<file path="src/rtl/ram_ctrl_pkg.sv">
// Shared definitions for the RAM burst controller.
//   state_e       : controller FSM states
//   clogb2        : ceiling log2, used to derive address width from depth
//   LEN_WIDTH_DEF : default burst-length field width
package ram_ctrl_pkg;

  typedef enum logic [1:0] {
    IDLE  = 2'd0,
    WRITE = 2'd1,
    READ  = 2'd2,
    DRAIN = 2'd3
  } state_e;

  localparam int LEN_WIDTH_DEF = 8;

  function automatic int clogb2(input int value);
    int r;
    r = 0;
    for (int i = 0; i < 31; i++) begin
      if ((1 << i) < value) r = i + 1;
    end
    return r;
  endfunction

endpackage

</file>
<file path="src/rtl/ram_burst_ctrl_if.sv">
// Command / write-beat / read-beat bundle of the RAM burst controller.
//   cmd_*  : burst command handshake (valid/ready)
//   wr_*   : write beat stream (valid/ready)
//   rd_*   : read beat stream (valid only, no backpressure)
//   busy, done : status
// master modport: the traffic source/sink; slave modport: the controller.
interface ram_burst_ctrl_if #(
  parameter int DATA_WIDTH = 16,
  parameter int ADDR_WIDTH = 10,
  parameter int LEN_WIDTH  = 8
);
  logic                  cmd_valid;
  logic                  cmd_ready;
  logic                  cmd_write;
  logic [ADDR_WIDTH-1:0] cmd_addr;
  logic [LEN_WIDTH-1:0]  cmd_len;
  logic                  wr_valid;
  logic                  wr_ready;
  logic [DATA_WIDTH-1:0] wr_data;
  logic                  rd_valid;
  logic [DATA_WIDTH-1:0] rd_data;
  logic                  rd_last;
  logic                  busy;
  logic                  done;

  modport master (
    output cmd_valid, cmd_write, cmd_addr, cmd_len, wr_valid, wr_data,
    input  cmd_ready, wr_ready, rd_valid, rd_data, rd_last, busy, done
  );

  modport slave (
    input  cmd_valid, cmd_write, cmd_addr, cmd_len, wr_valid, wr_data,
    output cmd_ready, wr_ready, rd_valid, rd_data, rd_last, busy, done
  );
endinterface

</file>
<file path="src/rtl/ram_rd_pipe.sv">
// Read return pipeline.
//   issue_vld/issue_last : tag of the address issued this cycle
//   ram_dout             : RAM read data (valid the cycle after issue)
//   rd_valid/rd_last     : tag delayed two cycles
//   rd_data              : ram_dout captured in the cycle after issue
// Reset clears the tags so in-flight beats are dropped, never emitted.
module ram_rd_pipe #(
  parameter int DATA_WIDTH = 16
) (
  input  logic                  clk,
  input  logic                  rst_n,
  input  logic                  issue_vld,
  input  logic                  issue_last,
  input  logic [DATA_WIDTH-1:0] ram_dout,
  output logic                  rd_valid,
  output logic                  rd_last,
  output logic [DATA_WIDTH-1:0] rd_data
);

  logic                  vld_p1_q, vld_p1_d;
  logic                  last_p1_q, last_p1_d;
  logic                  vld_p2_q, vld_p2_d;
  logic                  last_p2_q, last_p2_d;
  logic [DATA_WIDTH-1:0] rd_data_p2_q, rd_data_p2_d;

  always_comb begin
    // stage p1: RAM is reading the issued address
    vld_p1_d     = issue_vld;
    last_p1_d    = issue_vld & issue_last;
    // stage p2: RAM output captured alongside its tag
    vld_p2_d     = vld_p1_q;
    last_p2_d    = last_p1_q;
    rd_data_p2_d = vld_p1_q ? ram_dout : rd_data_p2_q;
  end

  always_ff @(posedge clk or negedge rst_n) begin
    if (!rst_n) begin
      vld_p1_q     <= 1'b0;
      last_p1_q    <= 1'b0;
      vld_p2_q     <= 1'b0;
      last_p2_q    <= 1'b0;
      rd_data_p2_q <= '0;
    end else begin
      vld_p1_q     <= vld_p1_d;
      last_p1_q    <= last_p1_d;
      vld_p2_q     <= vld_p2_d;
      last_p2_q    <= last_p2_d;
      rd_data_p2_q <= rd_data_p2_d;
    end
  end

  assign rd_valid = vld_p2_q;
  assign rd_last  = last_p2_q;
  assign rd_data  = rd_data_p2_q;

endmodule

</file>
<file path="src/rtl/ram_burst_ctrl.sv">
// Burst command front-end for a single-port synchronous RAM
// (active-low write enable, registered read address, 1-cycle read latency).
//   clk, rst_n : clock, asynchronous active-low reset
//   bus        : command / write-beat / read-beat bundle (slave side)
//   ram_we_n   : RAM write enable, low only on an accepted write beat
//   ram_addr   : RAM address, incrementing, wraps modulo DEPTH
//   ram_din    : RAM write data (zero when not writing)
//   ram_dout   : RAM read data
module ram_burst_ctrl
  import ram_ctrl_pkg::*;
#(
  parameter  int DATA_WIDTH = 16,
  parameter  int DEPTH      = 1024,
  parameter  int LEN_WIDTH  = LEN_WIDTH_DEF,
  localparam int ADDR_WIDTH = clogb2(DEPTH)
) (
  input  logic                  clk,
  input  logic                  rst_n,
  ram_burst_ctrl_if.slave       bus,
  output logic                  ram_we_n,
  output logic [ADDR_WIDTH-1:0] ram_addr,
  output logic [DATA_WIDTH-1:0] ram_din,
  input  logic [DATA_WIDTH-1:0] ram_dout
);

  state_e                state_q, state_d;
  logic [ADDR_WIDTH-1:0] cur_addr_q, cur_addr_d;
  logic [LEN_WIDTH-1:0]  beats_left_q, beats_left_d;
  logic                  done_q, done_d;

  logic                  cmd_ready_c;
  logic                  wr_ready_c;
  logic                  busy_c;
  logic                  issue_vld;
  logic                  issue_last;
  logic                  rd_valid;
  logic                  rd_last;
  logic [DATA_WIDTH-1:0] rd_data;

  // State register
  always_ff @(posedge clk or negedge rst_n) begin
    if (!rst_n) begin
      state_q      <= IDLE;
      cur_addr_q   <= '0;
      beats_left_q <= '0;
      done_q       <= 1'b0;
    end else begin
      state_q      <= state_d;
      cur_addr_q   <= cur_addr_d;
      beats_left_q <= beats_left_d;
      done_q       <= done_d;
    end
  end

  // Next-state logic; the address counter wraps naturally since DEPTH is 2^n
  always_comb begin
    state_d      = state_q;
    cur_addr_d   = cur_addr_q;
    beats_left_d = beats_left_q;
    unique case (state_q)
      IDLE: begin
        if (bus.cmd_valid) begin
          cur_addr_d   = bus.cmd_addr;
          beats_left_d = bus.cmd_len;
          state_d      = bus.cmd_write ? WRITE : READ;
        end
      end
      WRITE: begin
        if (bus.wr_valid) begin
          cur_addr_d = cur_addr_q + ADDR_WIDTH'(1);
          if (beats_left_q == '0) state_d = IDLE;
          else beats_left_d = beats_left_q - LEN_WIDTH'(1);
        end
      end
      READ: begin
        cur_addr_d = cur_addr_q + ADDR_WIDTH'(1);
        if (beats_left_q == '0) state_d = DRAIN;
        else beats_left_d = beats_left_q - LEN_WIDTH'(1);
      end
      DRAIN: begin
        // wait for the final beat to come out of the return pipe
        if (rd_last) state_d = IDLE;
      end
      default: state_d = IDLE;
    endcase
    // registered, so it lands in the first IDLE cycle after a burst
    done_d = (state_q != IDLE) && (state_d == IDLE);
  end

  // Output logic
  always_comb begin
    cmd_ready_c = 1'b0;
    wr_ready_c  = 1'b0;
    busy_c      = 1'b1;
    ram_we_n    = 1'b1;
    ram_addr    = cur_addr_q;
    ram_din     = '0;
    issue_vld   = 1'b0;
    issue_last  = 1'b0;
    unique case (state_q)
      IDLE: begin
        cmd_ready_c = 1'b1;
        busy_c      = 1'b0;
      end
      WRITE: begin
        wr_ready_c = 1'b1;
        if (bus.wr_valid) begin
          ram_we_n = 1'b0;
          ram_din  = bus.wr_data;
        end
      end
      READ: begin
        issue_vld  = 1'b1;
        issue_last = (beats_left_q == '0);
      end
      DRAIN: ;
      default: ;
    endcase
  end

  ram_rd_pipe #(
    .DATA_WIDTH (DATA_WIDTH)
  ) u_rd_pipe (
    .clk        (clk),
    .rst_n      (rst_n),
    .issue_vld  (issue_vld),
    .issue_last (issue_last),
    .ram_dout   (ram_dout),
    .rd_valid   (rd_valid),
    .rd_last    (rd_last),
    .rd_data    (rd_data)
  );

  assign bus.cmd_ready = cmd_ready_c;
  assign bus.wr_ready  = wr_ready_c;
  assign bus.busy      = busy_c;
  assign bus.done      = done_q;
  assign bus.rd_valid  = rd_valid;
  assign bus.rd_last   = rd_last;
  assign bus.rd_data   = rd_data;

endmodule
</file>
<file path="src/flat_wrapper.sv">
// flat-port wrapper written by rule: the top's interface ports become plain ports
module ram_burst_ctrl_flat import ram_ctrl_pkg::*;
#(
  parameter  int DATA_WIDTH = 16,
  parameter  int DEPTH      = 1024,
  parameter  int LEN_WIDTH  = LEN_WIDTH_DEF,
  localparam int ADDR_WIDTH = clogb2(DEPTH)
)
  (clk, rst_n, ram_we_n, ram_addr, ram_din, ram_dout, bus_cmd_valid, bus_cmd_write, bus_cmd_addr, bus_cmd_len, bus_wr_valid, bus_wr_data, bus_cmd_ready, bus_wr_ready, bus_rd_valid, bus_rd_data, bus_rd_last, bus_busy, bus_done);
  ram_burst_ctrl_if #(.DATA_WIDTH(DATA_WIDTH), .LEN_WIDTH(LEN_WIDTH)) bus_i ();
  input  logic clk;
  input  logic rst_n;
  output logic ram_we_n;
  output logic [ADDR_WIDTH-1:0] ram_addr;
  output logic [DATA_WIDTH-1:0] ram_din;
  input  logic [DATA_WIDTH-1:0] ram_dout;
  input wire logic [$bits(bus_i.cmd_valid)-1:0] bus_cmd_valid;
  input wire logic [$bits(bus_i.cmd_write)-1:0] bus_cmd_write;
  input wire logic [$bits(bus_i.cmd_addr)-1:0] bus_cmd_addr;
  input wire logic [$bits(bus_i.cmd_len)-1:0] bus_cmd_len;
  input wire logic [$bits(bus_i.wr_valid)-1:0] bus_wr_valid;
  input wire logic [$bits(bus_i.wr_data)-1:0] bus_wr_data;
  output wire logic [$bits(bus_i.cmd_ready)-1:0] bus_cmd_ready;
  output wire logic [$bits(bus_i.wr_ready)-1:0] bus_wr_ready;
  output wire logic [$bits(bus_i.rd_valid)-1:0] bus_rd_valid;
  output wire logic [$bits(bus_i.rd_data)-1:0] bus_rd_data;
  output wire logic [$bits(bus_i.rd_last)-1:0] bus_rd_last;
  output wire logic [$bits(bus_i.busy)-1:0] bus_busy;
  output wire logic [$bits(bus_i.done)-1:0] bus_done;
  assign bus_i.cmd_valid = bus_cmd_valid;
  assign bus_i.cmd_write = bus_cmd_write;
  assign bus_i.cmd_addr = bus_cmd_addr;
  assign bus_i.cmd_len = bus_cmd_len;
  assign bus_i.wr_valid = bus_wr_valid;
  assign bus_i.wr_data = bus_wr_data;
  assign bus_cmd_ready = bus_i.cmd_ready;
  assign bus_wr_ready = bus_i.wr_ready;
  assign bus_rd_valid = bus_i.rd_valid;
  assign bus_rd_data = bus_i.rd_data;
  assign bus_rd_last = bus_i.rd_last;
  assign bus_busy = bus_i.busy;
  assign bus_done = bus_i.done;
  ram_burst_ctrl #(.DATA_WIDTH(DATA_WIDTH), .DEPTH(DEPTH), .LEN_WIDTH(LEN_WIDTH)) u_core (.clk(clk), .rst_n(rst_n), .bus(bus_i), .ram_we_n(ram_we_n), .ram_addr(ram_addr), .ram_din(ram_din), .ram_dout(ram_dout));
endmodule
</file>
<file path="config.mk">
export PLATFORM = sky130hd
export DESIGN_NAME = ram_burst_ctrl_flat
export DESIGN_NICKNAME = d
export VERILOG_FILES = /design/src/rtl/ram_ctrl_pkg.sv /design/src/rtl/ram_burst_ctrl_if.sv /design/src/rtl/ram_rd_pipe.sv /design/src/rtl/ram_burst_ctrl.sv /design/src/flat_wrapper.sv
export SDC_FILE = /design/constraint.sdc
export NUM_CORES = 1
export LEC_CHECK = 0
export BUFFER_PORTS_ARGS = -buffer_cell sky130_fd_sc_hd__buf_2
export CAP_MARGIN = 20
export CORE_MARGIN = 8
export CORE_UTILIZATION = 45
export DETAILED_ROUTE_END_ITERATION = 7
export PLACE_DENSITY = 0.86
export REMOVE_ABC_BUFFERS = 1
export SYNTH_ARGS = -nofsm -noshare
export SYNTH_HDL_FRONTEND = slang
export SYNTH_SLANG_ARGS = --single-unit
</file>
<file path="constraint.sdc">
create_clock -name clk -period 4.9 [get_ports clk]
set_clock_uncertainty 0.2 [all_clocks]
set_input_delay 0.49 -clock clk [delete_from_list [all_inputs] [get_ports clk]]
set_output_delay 0.49 -clock clk [all_outputs]
set_load 0.005 [all_outputs]
</file>
# ---- Yosys cells after proc, flatten, opt, wreduce, memory -nomap -nowiden
# Index checks and enable logic that the tools add are counted.
dict set report word_totals {
  reg_bits 41
  latch_bits 0
  ramBits 0
  rom_bits 0
  input_bits 55
  output_inout_bits 49
  mem_count 0
}
dict set report classes {
  add_sub_neg 2
  n_mul 0
  n_div 0
  n_lt_le_gt_ge 0
  eq_ne 5
  shift 0
  mux 23
  bitwise 1
  reduce_logical 7
}
# op count
set op_table {}
lappend op_table {{16-bit two-way mux} 2}
lappend op_table {{10-bit one-hot mux with 3 select lines} 1}
lappend op_table {{8-bit two-way mux} 3}
lappend op_table {{8-bit one-hot mux with 3 select lines} 1}
lappend op_table {{10-bit two-way mux} 2}
lappend op_table {{2-bit two-way mux} 6}
lappend op_table {{10-bit by 1-bit adder with 10-bit output, second input constant} 1}
lappend op_table {{8-bit logical NOT} 1}
lappend op_table {{2-bit one-hot mux with 4 select lines} 1}
lappend op_table {{8-bit by 1-bit subtractor with 8-bit output, second input constant} 1}
lappend op_table {{1-bit two-way mux} 7}
lappend op_table {{2-bit equality test, second input constant} 2}
lappend op_table {{2-bit logical NOT} 2}
lappend op_table {{2-bit != test, second input constant} 2}
lappend op_table {{3-bit AND reduction} 1}
lappend op_table {{3-bit nonzero test} 1}
lappend op_table {{2-bit by 1-bit equality test with 1-bit output, second input constant} 1}
lappend op_table {{2-bit nonzero test} 1}
lappend op_table {{1-bit bitwise AND} 1}
lappend op_table {{1-bit logical AND} 1}

# ---- Longest topological paths before layout
dict set report logic_depth {
  ltp_word 6
  mapped_depth 8
  depth_no_buf 6
}

# ---- By module
# A second synthesis with hierarchy kept.
dict set report unflattened {
  hier_cells 231
  area_unflattened_um2 2337.2
}
# mod n_inst cells_each area_per_inst_um2 seq_area_each_um2
set modules_own_cells {}
lappend modules_own_cells {ram_burst_ctrl 1 192 1581.5 525.5}
lappend modules_own_cells {ram_rd_pipe 1 39 755.7 500.5}

# ---- Worst setup path after synthesis
# Ideal clock, no wire load.
dict set report synth_timing {
  path_type {reg2out}
  from {reg u_core.state_q[1]}
  to {out ram_din[10]}
  arrival_ns 1.324
  t_required_ns 4.210
  slack_ns 2.886
  path_stages_with_launch 6
  path_buffers 2
  path_cell_list {dfrtp_1 inv_1 ha_1 clkbuf_1 clkbuf_1 and3_1}
}
dict set report synth_between {
  elab_chain_len 2
}
# item line
set synth_lines {}
lappend synth_lines {{start: declaration} ram_burst_ctrl.sv:26} ;# state_e state_q, state_d;
lappend synth_lines {{start signal: assignment} ram_burst_ctrl.sv:48} ;# state_q <= state_d;
lappend synth_lines {{2-bit by 1-bit equality test with 1-bit output} ram_burst_ctrl.sv:100} ;# unique case (state_q)
lappend synth_lines {{16-bit two-way mux} ram_burst_ctrl.sv:100}
lappend synth_lines {{end: declaration} flat_wrapper.sv:15} ;# output logic [DATA_WIDTH-1:0] ram_din;
# No other way between the ends.

# ---- Worst setup path in the final report
dict set report layout_timing {
  from {reg u_core.state_q[1]}
  to {reg u_core.cur_addr_q[9], in the netlist u_core.ram_addr[9]}
}
dict set report layout_between {
  elab_chain_len 3
  word_cells_on_any_way 8
  cone_classes {eq/ne: 4; mux: 1; reduce/logical: 3}
}
# item line
set layout_lines {}
lappend layout_lines {{2-bit by 1-bit equality test with 1-bit output, or another cell as far along} ram_burst_ctrl.sv:60} ;# unique case (state_q)
lappend layout_lines {{2-bit != test (no source line) / 3-bit nonzero test (equally long branches)} n/a}
lappend layout_lines {{3-bit AND reduction (no source line)} n/a}
lappend layout_lines {{end signal: assignment} ram_burst_ctrl.sv:49} ;# cur_addr_q <= cur_addr_d;
lappend layout_lines {{end: declaration} ram_burst_ctrl.sv:27} ;# logic [ADDR_WIDTH-1:0] cur_addr_q, cur_addr_d;
# Parallel ways exist; a longest one is shown, timed or not.
# A chain may end at the register's enable or synchronous reset.

==> flow_metrics.py <==
metrics = {
    "sta": {
        "setup_viol": 0,
        "tns_ps": 0,
        "slew_violations": 0,
        "max-slew-margin-rel_pct": 40.7,
        "timing.final.crit_share_pct": 52.4,
        "grt_setup_unrepaired": "false",
        "clock.fmax_mhz": 390,
        "worst_slew_pin_slew_ps": 890,
        "finalHoldViolations": 0,
        "layout_min_cycle_time_ps": 2570,
    },
    "critical_path": {
        "path_max_fanout": 22,
        "path_class": "flip-flop to flip-flop",
        "crit_path_top_delay_cell": "ha_1",
        "critPathArrivalTime_ps": 2550,
        "cpLargestDelayFamily": "adder cells",
        "required_ps": 4880,
        "cp-end-kind": "flip-flop",
        "crit_chain": "inv_1, ha_1, mux2i_2, nor2_4, and4_1, nor3_2",
        "crit_buf_inv": 1,
        "cpPeakStageDelay_ps": 760,
        "worst_setup_path_start_kind": "flip-flop",
    },
    "yosys": {
        "yosys_warnings": 0,
        "synth_top_area_cell": "dfrtp_1",
        "synth.area.top_cells": "dfrtp_1, mux2_2, and3_1",
        "synth_seq_cells": 41,
        "syn_inst": 216,
        "synth_edf_count": 0,
        "synth_seq_area_share_pct": 45.5,
        "ys_types": 47,
        "netlist_area_sq_um": 2250,
        "synth_top_area_share_pct": 45.5,
        "synthArstFlopShare_pct": 100,
        "synthFlopType": "dfrtp_1",
        "avgSynthCellArea_sq_um": 10.4,
    },
    "power_and_ir_drop": {
        "p_per_area_nw_per_um2": 686,
        "pwr-share-comb_pct": 52.9,
        "ir_worst_vdd_mv": 0.495,
        "p_total_mw": 1.98,
        "leakagePower_nw": 1.49,
        "p_switching_uw": 835,
        "p_int_mw": 1.15,
        "clockPowerShare_pct": 13.1,
        "seq_power_share_pct": 34.0,
        "swShare_pct": 42.1,
    },
    "cts": {
        "cts_tree": "done",
        "path_clk_slew_ps": 80,
        "cts_max_path_buffers": 2,
        "clockRootBuffer": "clkbuf_8",
        "cts_sinks": 41,
        "cts_buffers": 5,
        "clk_latency_ps": 290,
        "cts_resized": 0,
        "h-tree-depth": 2,
        "cts_hold_buf": 0,
        "post_cts_buffers": 0,
    },
    "detailed_routing": {
        "firstDrtPassIters": 4,
        "wl_um": 5790,
        "wl_per_cell_um": 15.2,
        "vias": 2039,
        "drtIter0Drc": 92,
        "drc": 0,
        "ant_nets": 0,
        "viasPerCell": 5.34,
    },
    "floorplan": {
        "die_area_sq_um": 7530,
        "core_area_sq_um": 4790,
        "io_pins": 104,
        "initial_utilization_pct": 47.1,
        "die_h_um": 86.8,
        "die_w_um": 86.8,
        "rows": 25,
    },
    "global_routing": {
        "grt_pass1_wl_um": 9590,
        "grt_usage_pct": 15.7,
        "antenna_found_initial": 0,
        "grt_pass1_vias": 2039,
        "grt_overflow_total": 0,
        "grt_max_degree": 42,
    },
    "layout": {
        "area_growth_pct": 28.4,
        "layout-drive-gt1-share_pct": 45.1,
        "antenna-diode-count": 0,
        "final_common_cell": "buf_2",
        "fillers": 412,
        "layout_common_cells": "buf_2, dfrtp_1, and3_1",
        "nNetsFinal": 376,
    },
    "placement": {
        "place_hpwl_um": 4480,
        "port_buffers": 103,
        "gp_congestion": 0.907,
    },
    "outcome": {
        "outcome": "finished, final reports clean",
    },
    "flow_run": {
        "maxCapViolations": 0,
    },
    "worst_hold_path": {
        "hold_path_class": "primary input to asynchronous set/reset pin",
    },
}
stage by stage:
stage / utilization, % / instance area, sq um / setup slack [ps] / hold WS, ps / instances
global route: 60.5 / 2890 / 2160 / 163 / 382
CTS: 60.5 / 2890 / 2340 / 152 / 382
detailed placement: 58.3 / 2790 / 2350 / 135 / 375
finish: 60.5 / 2890 / 2330 / 120 / 382
global placement: 58.3 / 2790 / 2440 / 131 / 375
floorplan: - / 2190 / 2720 / -5.59 / 205
Yosys cell counts (all sizes together) (3+ instances only):
master	number
dfrtp	41
and3	21
mux2	17
nand2	14
o21ai	11
nor2	10
nor3	10
a21oi	9
inv	8
buf	7
nand3	7
o22ai	7
ha	6
mux2i	6
a31oi	4
and4	4
clkbuf	4
nand4	4
nand2b	3
nor2b	3
o211ai	3
power groups by stage:
| stage | registers [mW] | logic [mW] | clock network, mW |
|---|---|---|---|
| 4_1_cts | 0.673 | 1.06 | 0.266 |
| 2_1_floorplan | 0.665 | 0.715 | 0 |
| 3_5_place_dp | 0.680 | 1.06 | 0 |
| 6_report | 0.675 | 1.05 | 0.261 |
| 5_1_grt | 0.702 | 1.18 | 0.282 |
| 3_3_place_gp | 0.668 | 1.03 | 0 |
cell type report:
| class | instances | area (sq um) | share of cell area [%] |
|---|---|---|---|
| well taps | 67 | 83.8 | 2.90 |
| inverters | 8 | 30.0 | 1.04 |
| flip-flops and latches | 41 | 1030 | 35.5 |
| clock inverters | 2 | 35.0 | 1.21 |
| multi-input cells | 156 | 1130 | 39.2 |
| repair buffers | 103 | 515 | 17.8 |
| clock buffers | 5 | 68.8 | 2.38 |
routing by layer:
layer  vias up  global-route usage (%)  wire length, um
met4         0                    4.69               63
met5         -                       0                0
li1       1004                       -                -
met1       941                    18.6             2420
met2        85                    26.0             2730
met3         9                    5.67              577
cell families (layout without fill, tap and decap cells):
group	after synthesis	after routing	synth area share (%)
buffers and inverters	19	118	4.11
flip-flops	41	41	45.5
AND/OR/NAND/NOR	81	81	21.9
multiplexers	23	23	11.5
AO/OA/AOI/OAI	46	46	13.6
adder cells (fa/ha/maj)	6	6	3.33
path summary, 6_finish.rpt:
path,start,endpoint,slack (ps),cells past startpoint
setup / recovery,u_core.state_q[1]$_DFF_PN0_,u_core.ram_addr[9]$_DFFE_PN0P_,2330,6
max in group asynchronous,rst_n,u_core.ram_addr[3]$_DFFE_PN0P_,3830,1
setup reg to reg,u_core.state_q[1]$_DFF_PN0_,u_core.ram_addr[9]$_DFFE_PN0P_,2330,6
hold reg to reg,u_core.u_rd_pipe.last_p1_q$_DFF_PN0_,u_core.u_rd_pipe.rd_last$_DFF_PN0_,150,0
hold / removal,rst_n,u_core.state_q[0]$_DFF_PN0_,120,1
min in group clk,u_core.u_rd_pipe.last_p1_q$_DFF_PN0_,u_core.u_rd_pipe.rd_last$_DFF_PN0_,150,0
state kept, by name, summed over array words and instances, names as in the netlist:
signal                      count
u_core.state_q                  2
u_core.ram_addr                10
u_core.beats_left_q             8
u_core.u_rd_pipe.rd_data       16
u_core.u_rd_pipe.rd_valid       1
u_core.u_rd_pipe.last_p1_q      1
u_core.u_rd_pipe.vld_p1_q       1
u_core.bus.done                 1
u_core.u_rd_pipe.rd_last        1
No activity file was read; power rests on OpenSTA's default activity.
